===== config.mk =====
export PLATFORM = sky130hd
export DESIGN_NAME = fir_accum_seq_flat
export DESIGN_NICKNAME = d
export VERILOG_FILES = /design/src/rtl/fir_accum_seq_pkg.sv /design/src/rtl/fir_accum_seq_if.sv /design/src/rtl/fir_accum_seq_rca.sv /design/src/rtl/fir_accum_seq.sv /design/src/flat_wrapper.sv
export SDC_FILE = /design/constraint.sdc
export NUM_CORES = 1
export LEC_CHECK = 0
export CAP_MARGIN = 20
export CELL_PAD_IN_SITES_DETAIL_PLACEMENT = 0
export CELL_PAD_IN_SITES_GLOBAL_PLACEMENT = 2
export CORE_MARGIN = 2
export CORE_UTILIZATION = 36
export DETAILED_ROUTE_END_ITERATION = 6
export PLACE_DENSITY = 0.95
export SLEW_MARGIN = 20
export SYNTH_ARGS = -nofsm -noshare
export SYNTH_HDL_FRONTEND = slang
export SYNTH_HIERARCHICAL = 1
export SYNTH_SLANG_ARGS = --single-unit
export TNS_END_PERCENT = 5

===== constraint.sdc =====
create_clock -name clk -period 16.5 [get_ports clk]
set_input_delay 1.65 -clock clk [delete_from_list [all_inputs] [get_ports clk]]
set_output_delay 1.65 -clock clk [all_outputs]
set_load 0.03 [all_outputs]

===== src/rtl/fir_accum_seq_pkg.sv =====
// Shared types and constants for the FIR accumulation sequencer.
package fir_pkg;

    // Sequencer states.
    typedef enum logic [1:0] {
        IDLE = 2'd0,
        ACC  = 2'd1,
        OUT  = 2'd2
    } state_t;

    // Datapath width and signed clamp limits.
    localparam int          DATA_W  = 16;
    localparam logic [15:0] SAT_MAX = 16'h7FFF;
    localparam logic [15:0] SAT_MIN = 16'h8000;

endpackage


===== src/rtl/fir_accum_seq_if.sv =====
// Product stream in, accumulated result out, plus frame control.
interface fir_accum_seq_if;
    import fir_pkg::*;

    logic              start;
    logic              prod_valid;
    logic [DATA_W-1:0] prod_data;
    logic              prod_ready;
    logic              busy;
    logic              y_valid;
    logic              y_ready;
    logic [DATA_W-1:0] y_data;
    logic              y_ovf;

    // Producer/consumer side (the surrounding datapath).
    modport master (
        output start, prod_valid, prod_data, y_ready,
        input  prod_ready, busy, y_valid, y_data, y_ovf
    );

    // Sequencer side.
    modport slave (
        input  start, prod_valid, prod_data, y_ready,
        output prod_ready, busy, y_valid, y_data, y_ovf
    );

endinterface


===== src/rtl/fir_accum_seq_rca.sv =====
// 16-bit ripple-carry adder built from explicit full-adder cells.
module rca
    import fir_pkg::*;
(
    input  logic [DATA_W-1:0] a,
    input  logic [DATA_W-1:0] b,
    input  logic              ci,
    output logic [DATA_W-1:0] s,
    output logic              co
);

    // Carry ripples LSB to MSB through one full adder per bit.
    always_comb begin
        logic carry;
        s     = '0;
        carry = ci;
        for (int i = 0; i < DATA_W; i++) begin
            s[i]  = a[i] ^ b[i] ^ carry;
            carry = (a[i] & b[i]) | (carry & (a[i] ^ b[i]));
        end
        co = carry;
    end

endmodule


===== src/rtl/fir_accum_seq.sv =====
// Accumulates NTAPS signed products through one shared ripple adder and
// emits one 16-bit sum per frame with a sticky overflow flag.
module fir_accum_seq
    import fir_pkg::*;
#(
    parameter int NTAPS    = 8,
    parameter bit SATURATE = 1'b0
) (
    input  logic           clk,
    input  logic           rst,
    fir_accum_seq_if.slave bus
);

    localparam int               CNT_W = ($clog2(NTAPS) < 1) ? 1 : $clog2(NTAPS);
    localparam logic [CNT_W-1:0] LAST  = CNT_W'(NTAPS - 1);

    state_t                   state;
    logic signed [DATA_W-1:0] acc;
    logic        [CNT_W-1:0]  cnt;
    logic                     ovf;
    logic        [DATA_W-1:0] sum;
    logic                     ov;
    logic signed [DATA_W-1:0] acc_next;
    logic                     take;

    // Single shared adder; carry-out is not needed for signed overflow.
    rca rca_inst (
        .a  (acc),
        .b  (bus.prod_data),
        .ci (1'b0),
        .s  (sum),
        .co ()
    );

    // Signed overflow detect and optional clamp after the adder.
    always_comb begin
        ov       = (acc[DATA_W-1] == bus.prod_data[DATA_W-1]) &&
                   (sum[DATA_W-1] != acc[DATA_W-1]);
        acc_next = sum;
        if (SATURATE && ov) begin
            acc_next = acc[DATA_W-1] ? SAT_MIN : SAT_MAX;
        end
        take     = bus.prod_valid & bus.prod_ready;
    end

    // Frame FSM with all outputs registered as state decodes.
    always_ff @(posedge clk or posedge rst) begin
        if (rst) begin
            state          <= IDLE;
            acc            <= '0;
            cnt            <= '0;
            ovf            <= 1'b0;
            bus.prod_ready <= 1'b0;
            bus.busy       <= 1'b0;
            bus.y_valid    <= 1'b0;
            bus.y_data     <= '0;
            bus.y_ovf      <= 1'b0;
        end else begin
            case (state)
                IDLE: begin
                    if (bus.start) begin
                        state          <= ACC;
                        acc            <= '0;
                        cnt            <= '0;
                        ovf            <= 1'b0;
                        bus.prod_ready <= 1'b1;
                        bus.busy       <= 1'b1;
                    end
                end
                ACC: begin
                    if (take) begin
                        acc <= acc_next;
                        ovf <= ovf | ov;
                        cnt <= cnt + 1'b1;
                        if (cnt == LAST) begin
                            state          <= OUT;
                            cnt            <= '0;
                            bus.prod_ready <= 1'b0;
                            bus.y_valid    <= 1'b1;
                            bus.y_data     <= acc_next;
                            bus.y_ovf      <= ovf | ov;
                        end
                    end
                end
                OUT: begin
                    if (bus.y_ready) begin
                        state       <= IDLE;
                        bus.busy    <= 1'b0;
                        bus.y_valid <= 1'b0;
                        bus.y_data  <= '0;
                        bus.y_ovf   <= 1'b0;
                    end
                end
                default: begin
                    state          <= IDLE;
                    bus.prod_ready <= 1'b0;
                    bus.busy       <= 1'b0;
                    bus.y_valid    <= 1'b0;
                end
            endcase
        end
    end

endmodule


===== src/flat_wrapper.sv =====
// flat-port wrapper written by rule: the top's interface ports become plain ports
module fir_accum_seq_flat import fir_pkg::*;
#(
    parameter int NTAPS    = 8,
    parameter bit SATURATE = 1'b0
)
  (clk, rst, bus_start, bus_prod_valid, bus_prod_data, bus_y_ready, bus_prod_ready, bus_busy, bus_y_valid, bus_y_data, bus_y_ovf);
  fir_accum_seq_if bus_i ();
  input  logic clk;
  input  logic rst;
  input wire logic [$bits(bus_i.start)-1:0] bus_start;
  input wire logic [$bits(bus_i.prod_valid)-1:0] bus_prod_valid;
  input wire logic [$bits(bus_i.prod_data)-1:0] bus_prod_data;
  input wire logic [$bits(bus_i.y_ready)-1:0] bus_y_ready;
  output wire logic [$bits(bus_i.prod_ready)-1:0] bus_prod_ready;
  output wire logic [$bits(bus_i.busy)-1:0] bus_busy;
  output wire logic [$bits(bus_i.y_valid)-1:0] bus_y_valid;
  output wire logic [$bits(bus_i.y_data)-1:0] bus_y_data;
  output wire logic [$bits(bus_i.y_ovf)-1:0] bus_y_ovf;
  assign bus_i.start = bus_start;
  assign bus_i.prod_valid = bus_prod_valid;
  assign bus_i.prod_data = bus_prod_data;
  assign bus_i.y_ready = bus_y_ready;
  assign bus_prod_ready = bus_i.prod_ready;
  assign bus_busy = bus_i.busy;
  assign bus_y_valid = bus_i.y_valid;
  assign bus_y_data = bus_i.y_data;
  assign bus_y_ovf = bus_i.y_ovf;
  fir_accum_seq #(.NTAPS(NTAPS), .SATURATE(SATURATE)) u_core (.clk(clk), .rst(rst), .bus(bus_i));
endmodule

# Yosys cells after proc, flatten, opt, wreduce, memory -nomap -nowiden

Cells that the tools add are included.

Add/sub/neg operators: 1
Multipliers: 0
Div/mod/pow operators: 0
Magnitude comparators: 0
Eq/ne operators: 9
Shift-type cells: 0
Muxes and demuxes: 31
Bitwise gates (word level): 79
Reductions and logical operators: 10

Operators by type and width:

| cell                | count |
|---|---|
| $mux 16             | 5 |
| $pmux 16 s2         | 2 |
| $xor 1x1->1         | 31 |
| $and 1x1->1         | 30 |
| $reduce_and 4->1    | 4 |
| $or 1x1->1          | 15 |
| $mux 1              | 10 |
| $mux 3              | 3 |
| $pmux 1 s3          | 3 |
| $mux 2              | 4 |
| $pmux 2 s3          | 1 |
| $pmux 3 s2          | 1 |
| $reduce_and 3->1    | 2 |
| $ne 2x1->1 const B  | 2 |
| $ne 2x2->1 const B  | 2 |
| $pmux 1 s2          | 2 |
| $reduce_bool 2->1   | 2 |
| $add 3x1->3 const B | 1 |
| $eq 3x3->1 const B  | 1 |
| $not 1->1           | 3 |
| $eq 2x1->1 const B  | 1 |
| $eq 2x2->1 const B  | 1 |
| $logic_not 2->1     | 1 |
| $eq 1x1->1          | 1 |
| other kinds (2)     | 2 |

Register bits: 42
Bits in latches: 0
RAM bits: 0
Memory bits (read-only): 0
Input port bits: 21
Output and inout port bits: 20
Memories kept: 0

# Logic depth before layout (Yosys ltp)

Gate-level depths: netlist (run 1).

Word-level depth: 36
Mapped depth: 23
Gate-level depth less buffers: 23

# By module

The synthesis (run 1) kept the hierarchy.

Modules (own cells, without submodules):

| module        | instances | cells an instance | area an instance (um^2) | seq. area each (um^2) |
|---|---|---|---|---|
| fir_accum_seq | 1         | 193               | 1958.1                  | 1051.0 |
| rca           | 1         | 26                | 357.8                   | 0.0 |

# Least setup slack after synthesis (run 1)

No wires, ideal clock.

Path type: input to register
Start: input bus_prod_data[0]
End: register u_core.bus.y_ovf
Setup time: 0.139 ns
Arrival: 8.207 ns
Slack: 8.154 ns
Stages: 23
Buffers on the path: 0
Cells stage by stage: fa_1 -> inv_1 -> fa_1 -> inv_1 -> fa_1 -> fa_1 -> fa_1 -> fa_1 -> fa_1 -> fa_1 -> fa_1 -> fa_1 -> fa_1 -> fa_1 -> fa_1 -> fa_1 -> fa_1 -> inv_1 -> fa_1 -> inv_1 -> nor2b_1 -> a221oi_1 -> mux2i_1

Cells in the longest elaborated chain, start to end: 36

RTL lines:

| what                      | RTL line                | RTL |
|---|---|---|
| start: declaration        | flat_wrapper.sv:13      | `input wire logic [$bits(bus_i.prod_data)-1:0] bus_prod_data;` |
| $and 1x1->1 (2 in series) | fir_accum_seq_rca.sv:19 | `carry = (a[i] & b[i]) \| (carry & (a[i] ^ b[i]));` |
| $or 1x1->1                | fir_accum_seq_rca.sv:19 |  |
| $and 1x1->1               | fir_accum_seq_rca.sv:19 |  |
| $or 1x1->1                | fir_accum_seq_rca.sv:19 |  |
| $and 1x1->1               | fir_accum_seq_rca.sv:19 |  |
| $or 1x1->1                | fir_accum_seq_rca.sv:19 |  |
| $and 1x1->1               | fir_accum_seq_rca.sv:19 |  |
| $or 1x1->1                | fir_accum_seq_rca.sv:19 |  |
| [... 20 more ...]         | -                       |  |
| $xor 1x1->1               | fir_accum_seq_rca.sv:18 | `s[i] = a[i] ^ b[i] ^ carry;` |
| via u_core.acc_next[15]   | fir_accum_seq.sv:23     | `logic signed [DATA_W-1:0] acc_next;` |
| $ne 1x1->1                | fir_accum_seq.sv:38     | `(sum[DATA_W-1] != acc[DATA_W-1]);` |
| $logic_and 1x1->1         | fir_accum_seq.sv:37     | `ov = (acc[DATA_W-1] == bus.prod_data[DATA_W-1]) &&` |
| $or 1x1->1                | fir_accum_seq.sv:81     | `bus.y_ovf <= ovf \| ov;` |
| $mux 1                    | fir_accum_seq.sv:75     | `if (cnt == LAST) begin` |
| $mux 1                    | fir_accum_seq.sv:71     | `if (take) begin` |
| $pmux 1 s2                | fir_accum_seq.sv:59     | `case (state)` |
| end signal: assignment    | fir_accum_seq.sv:81     |  |
| end: declaration          | fir_accum_seq_if.sv:24  | `output prod_ready, busy, y_valid, y_data, y_ovf` |

The timed path passes the listed nets, and every way through them passes these cells. The select of a mux whose other input is x is not followed.
A chain may end at the register's enable or synchronous reset.

# Final worst setup path (run 1)

Ends and elaborated chain as after synthesis.

==> metrics, run 1 <==
status finished clean; Worst path max stage delay 0.43 ns; Antenna Nets Post-Route 0; CP Data Required Time 16.66 ns; Critical Path Sink Type register; RSZ-0062 raised after global routing false; net count after synthesis 257; synthesized cell area 0.002312 mm^2; P_sw 0.2379 mW; IO Pins 41; routed len/inst 13.34 um; routability congestion estimate 0.7094; die area 0.007080 mm^2; Num Clock Sinks 42; Post-DP HPWL 3137 um; ANT cells 0; critical path class primary input to register; Reg clk slew, reported paths 0.08 ns; worst-skew pair later-pin latency 0.29 ns; CTS-repair resized insts 0; commonest non-fill, non-tap cells in the layout dfrtp_1, clkdlybuf4s50_1, nand2_1, inv_1, mux2i_1; startpoint types primary input; TritonCTS clock tree built; Syn Area/Cell 10.61 um^2; Initial Util 0.3683; GRT Util Overall 0.1376; post-route setup TNS 0 ns; Nets 294; clock root cell clkbuf_8; Final Cycle Share 0.5348; final wirelength 4442 um; grt ovf 0; Die X 84.14 um; Power per Cell Area 198.2 mW/mm^2; Max IR drop VDD 0.08324 mV; port bufs 40; Crit Path Max Fanout 4; vias per inst 4.694; Reg power frac 0.336; clock buffer count from CTS 5; DR iter-0 viols 55; synthesized netlist cell count 218; layout cells sized above 1 0.08984; Die H 84.14 um; Cell Int Power 0.3206 mW; Post-CTS Setup Repair Bufs 0; minimum clock period 8.825 ns; vias 1563; skew final 0.007907 ns; number of global-route vias before repair 1608; core area 0.006277 mm^2; most common cell after layout, fill and taps aside dfrtp_1; drt pass-1 iters 5; post-placement cell count 325; depth of the CTS H-tree 2; switching share of power 0.4260; YS warnings 6; pin count of the biggest net entering global routing 43; Final Max Tran Viols 0; Slew headroom 0.4988; hold crit path type register to register; Cell Chain, Critical Path clkdlybuf4s50_1, fa_1, inv_1, fa_1, inv_1, fa_1, fa_1, fa_1, fa_1, fa_1, fa_1, fa_1, fa_1, fa_1, fa_1, fa_1, fa_1, fa_1, inv_1, fa_1, inv_1, nor2b_1, a221oi_1, mux2i_1; Layout area overhead 21.86%; Max-Cap Viols 0; slowest stage cell on the critical path clkdlybuf4s50_1; Slew @ Worst Pin 0.7496 ns; Hold Fails Final Rpt 0; Peak Freq 0.1133 GHz; arrival time worst endpoint 8.99 ns; most used cell, CP fa_1; Std-Cell Rows 29; maximum root-to-sink buffer count 2; Post-Layout Cell Count 333; Placement Setup Slack 7.392 ns; Setup WS post-layout 7.675 ns; leakage 1.334 nW; number of remaining DRC errors 0; initial antenna violation count 0; global-route wire length before repair 7797 um; CTS Hold Bufs 0; Clock power frac 0.122; Logic pwr share 0.542; Setup Viol. Count Final 0; total power 0.5585 mW
==> metrics by stage <==
stage / area, um^2 / utilization / hold WS (ns)
after global routing: 2818 / 0.4489 / 0.5163
after detailed placement: 2726 / 0.4343 / 0.4693
after CTS: 2818 / 0.4489 / 0.4926
after global placement: 2726 / 0.4343 / 0.4685
final: 2818 / 0.4489 / 0.4874
after floorplan: 2312 / - / 0.4939
==> critical path, delay by kind of cell <==
family          cells  cell delay [ns]
compound gates      1             0.36
fa+ha+maj          16             6.07
buf+inv             5             0.73
mux                 1             0.12
simple gates        1             0.06
==> final cells by class <==
type | count | area, um^2
Fill cell | 620 | 3460
Sequential cell | 42 | 1051
Multi-Input combinational cell | 133 | 1044
Timing Repair Buffer | 43 | 422.9
Inverter | 30 | 112.6
Tap cell | 77 | 96.34
Clock buffer | 7 | 86.33
Clock inverter | 1 | 5.005
==> power groups by stage <==
stage / registers (mW) / logic [mW] / clock network, mW
2_1_floorplan: 0.224 / 0.188 / 0
3_3_place_gp: 0.189 / 0.297 / 0
3_5_place_dp: 0.190 / 0.306 / 0
4_1_cts: 0.188 / 0.307 / 0.0703
5_1_grt: 0.196 / 0.341 / 0.0745
6_report: 0.188 / 0.303 / 0.0681
==> state kept, by name (all words and copies together), names as in the netlist <==
signal	flops
u_core/bus.prod_ready	1
u_core/bus.y_ovf	1
u_core/bus.y_valid	1
u_core/acc	16
u_core/cnt	3
u_core/state	2
u_core/bus.busy	1
u_core/ovf	1
u_core/bus.y_data	16
==> final timing paths <==
kind | slack (ns) | endpoint | cells past startpoint | start
hold reg to reg | 0.49 | u_core/bus.y_valid$_DFFE_PP0P_ | 1 | u_core/bus.y_valid$_DFFE_PP0P_
hold / removal | 0.49 | u_core/bus.y_valid$_DFFE_PP0P_ | 1 | u_core/bus.y_valid$_DFFE_PP0P_
min in group asynchronous | 1.80 | u_core/cnt[2]$_DFFE_PP0P_ | 3 | rst
setup / recovery | 7.68 | u_core/bus.y_ovf$_DFFE_PP0P_ | 24 | bus_prod_data[0]
setup reg to reg | 9.04 | u_core/bus.y_ovf$_DFFE_PP0P_ | 23 | u_core/acc[0]$_DFFE_PP0P_
max in group asynchronous | 14.33 | u_core/bus.y_data[0]$_DFFE_PP0P_ | 3 | rst
==> per-layer routing <==
layer,global-route usage,wire length [um],up-vias
li1,-,-,773
met1,0.1923,2072,736
met2,0.2193,2135,44
met3,0.03048,192,10
met4,0.03519,42,0
met5,0,0,-
No activity file was read; power rests on OpenSTA's default activity.
==> inputs of run 2 (changes only) <==
--- a/config.mk
+++ b/config.mk
@@ -9,9 +9,9 @@
 export CELL_PAD_IN_SITES_DETAIL_PLACEMENT = 0
 export CELL_PAD_IN_SITES_GLOBAL_PLACEMENT = 2
 export CORE_MARGIN = 2
-export CORE_UTILIZATION = 36
+export CORE_UTILIZATION = 30
 export DETAILED_ROUTE_END_ITERATION = 6
-export PLACE_DENSITY = 0.95
+export PLACE_DENSITY = 0.87
 export SLEW_MARGIN = 20
 export SYNTH_ARGS = -nofsm -noshare
 export SYNTH_HDL_FRONTEND = slang
==> constraint.sdc (replaced) <==
create_clock -name clk -period 7.2 [get_ports clk]
set_input_delay 0.72 -clock clk [delete_from_list [all_inputs] [get_ports clk]]
set_output_delay 0.72 -clock clk [all_outputs]
set_load 0.03 [all_outputs]
==> run 2 against run 1 <==
- first-iteration DRC count rose by 20%
- die area up 19%
- core utilization fell by 6.8 points
- cell count is 7.8% higher
- sequential power grew 130%
- clock power rose by 130%
- critical endpoint unchanged
- largest cell class is now multi-input combinational cells
==> metrics, run 2 (same netlist as run 1, synthesis figures left out) <==
status finished clean; Crit Path Max Fanout 2; minimum clock period 7.170 ns; number of global-route vias before repair 1659; Critical Path Start bus_prod_data[0]; GR Util met1 0.1613; vias 1575; maximum root-to-sink buffer count 2; Area after DPL 0.002784 mm^2; startpoint types primary input; final wirelength 4493 um; depth of the CTS H-tree 2; Cell Chain, Critical Path clkdlybuf4s50_1, fa_1, inv_1, fa_1, inv_1, fa_2, fa_2, fa_2, fa_2, fa_2, fa_2, fa_2, fa_2, fa_2, fa_2, fa_2, fa_2, fa_1, inv_1, fa_1, inv_2, nor2b_1, a221oi_2, mux2i_1; Post-DP HPWL 3182 um; Slew headroom 0.5052; Final Util 0.3808; hold crit path type register to register; IO Pins 41; global-route wire length before repair 8024 um; layout cells sized above 1 0.1518; Hold Fails Final Rpt 0; global-route met2 utilization 0.1967; slowest stage cell on the critical path clkdlybuf4s50_1; Reg clk slew, reported paths 0.08 ns; post-placement cell count 351; Peak Freq 0.1395 GHz; core area 0.007607 mm^2; biggest regs u_core/acc x16, u_core/bus.y_data x16, u_core/cnt x3; pin count of the biggest net entering global routing 43; total power 1.312 mW; most used cell, CP fa_2; worst-skew pair later-pin latency 0.29 ns; post-layout instance area 0.002897 mm^2; routed len/inst 12.52 um; port bufs 40; die area 0.008425 mm^2; vias per inst 4.387; Setup Viol. Count Final 0; leakage 1.327 nW; Reg-to-Reg Start u_core/acc[0]$_DFFE_PP0P_; clock buffer count from CTS 5; Slew @ Worst Pin 0.7399 ns; Placement Setup Slack -0.6240 ns; CP Data Required Time 7.36 ns; hold wc startpoint u_core/bus.y_valid$_DFFE_PP0P_; Final Cycle Share 0.9958; Die H 91.79 um; most common cell after layout, fill and taps aside dfrtp_1; Post-CTS Setup Repair Bufs 0; Layout area overhead 25.27%; critical path class primary input to register; routability congestion estimate 0.7813; skew final 0.007758 ns; Power per Cell Area 452.9 mW/mm^2; Worst path max stage delay 0.43 ns; clock root cell clkbuf_8; Setup WS post-layout 0.03021 ns; commonest non-fill, non-tap cells in the layout dfrtp_1, clkdlybuf4s50_1, nand2_1, inv_1, mux2i_1; number of remaining DRC errors 0; busiest grt layer met2; initial antenna violation count 0; grt ovf 0; TritonCTS clock tree built; GR Util met3 0.03369; post-route setup TNS 0 ns; Max-Cap Viols 0; Num Clock Sinks 42; Std-Cell Rows 32; DR iter-0 viols 66; drt pass-1 iters 4; RSZ-0062 raised after global routing true; Die X 91.79 um; ANT cells 0; Post-Layout Cell Count 359; worst hold slack 0.4860 ns; GRT Util Overall 0.1207; Nets 295; Final Max Tran Viols 0; Initial Util 0.3039; Antenna Nets Post-Route 0; Max IR drop VDD 0.2040 mV; arrival time worst endpoint 7.33 ns; FILL cells 769; Critical Path Sink Type register
run 2: cell types whose count changed in the layout (fill, tap and decap cells not counted), sizes merged:
cell      delta
clkbuf       -1
buf          +1
clkinvlp     +1
run 2: final cells by class:
cell class | count | area, um^2 | area share
Multi-Input combinational cell | 133 | 1080 | 0.3728
Sequential cell | 42 | 1051 | 0.3629
Timing Repair Buffer | 44 | 430.4 | 0.1486
Tap cell | 102 | 127.6 | 0.04406
Inverter | 30 | 112.6 | 0.03888
Clock buffer | 6 | 82.58 | 0.02851
Clock inverter | 2 | 12.51 | 0.004320
run 2: timing repair:
action	4_1_cts	5_1_grt
hold buffers	0	0
pin swaps	1	0
setup endpoints to repair	4	3
resized for setup	7	0
run 2: critical path: cells and delay by family:
kind / cells / cell delay (ns)
fa+ha+maj: 16 / 5.46
buf+inv: 5 / 0.70
compound gates: 1 / 0.28
mux: 1 / 0.12
simple gates: 1 / 0.04
run 2: path summary, 6_finish.rpt:
check                                                         to  slack, ns  cells past startpoint
worst max-delay path                u_core/bus.y_ovf$_DFFE_PP0P_       0.03                     24
worst min-delay path              u_core/bus.y_valid$_DFFE_PP0P_       0.49                      1
worst max register to register      u_core/bus.y_ovf$_DFFE_PP0P_       0.43                     23
worst min register to register    u_core/bus.y_valid$_DFFE_PP0P_       0.49                      1
max in group asynchronous                 u_core/ovf$_DFFE_PP0P_       5.95                      3
min in group asynchronous       u_core/bus.y_data[1]$_DFFE_PP0P_       0.86                      3
run 2: where the power goes:
group	total [mW]	internal (mW)	switching, mW
Sequential	0.433	0.349	0.0841
Clock	0.159	0.0771	0.0822
Combinational	0.720	0.329	0.391
run 2: routing by layer:
| metal | vias up | routed length (um) |
|---|---|---|
| met5 | - | 0 |
| met2 | 32 | 2143 |
| li1 | 769 | - |
| met3 | 4 | 179 |
| met1 | 770 | 2137 |
| met4 | 0 | 33 |
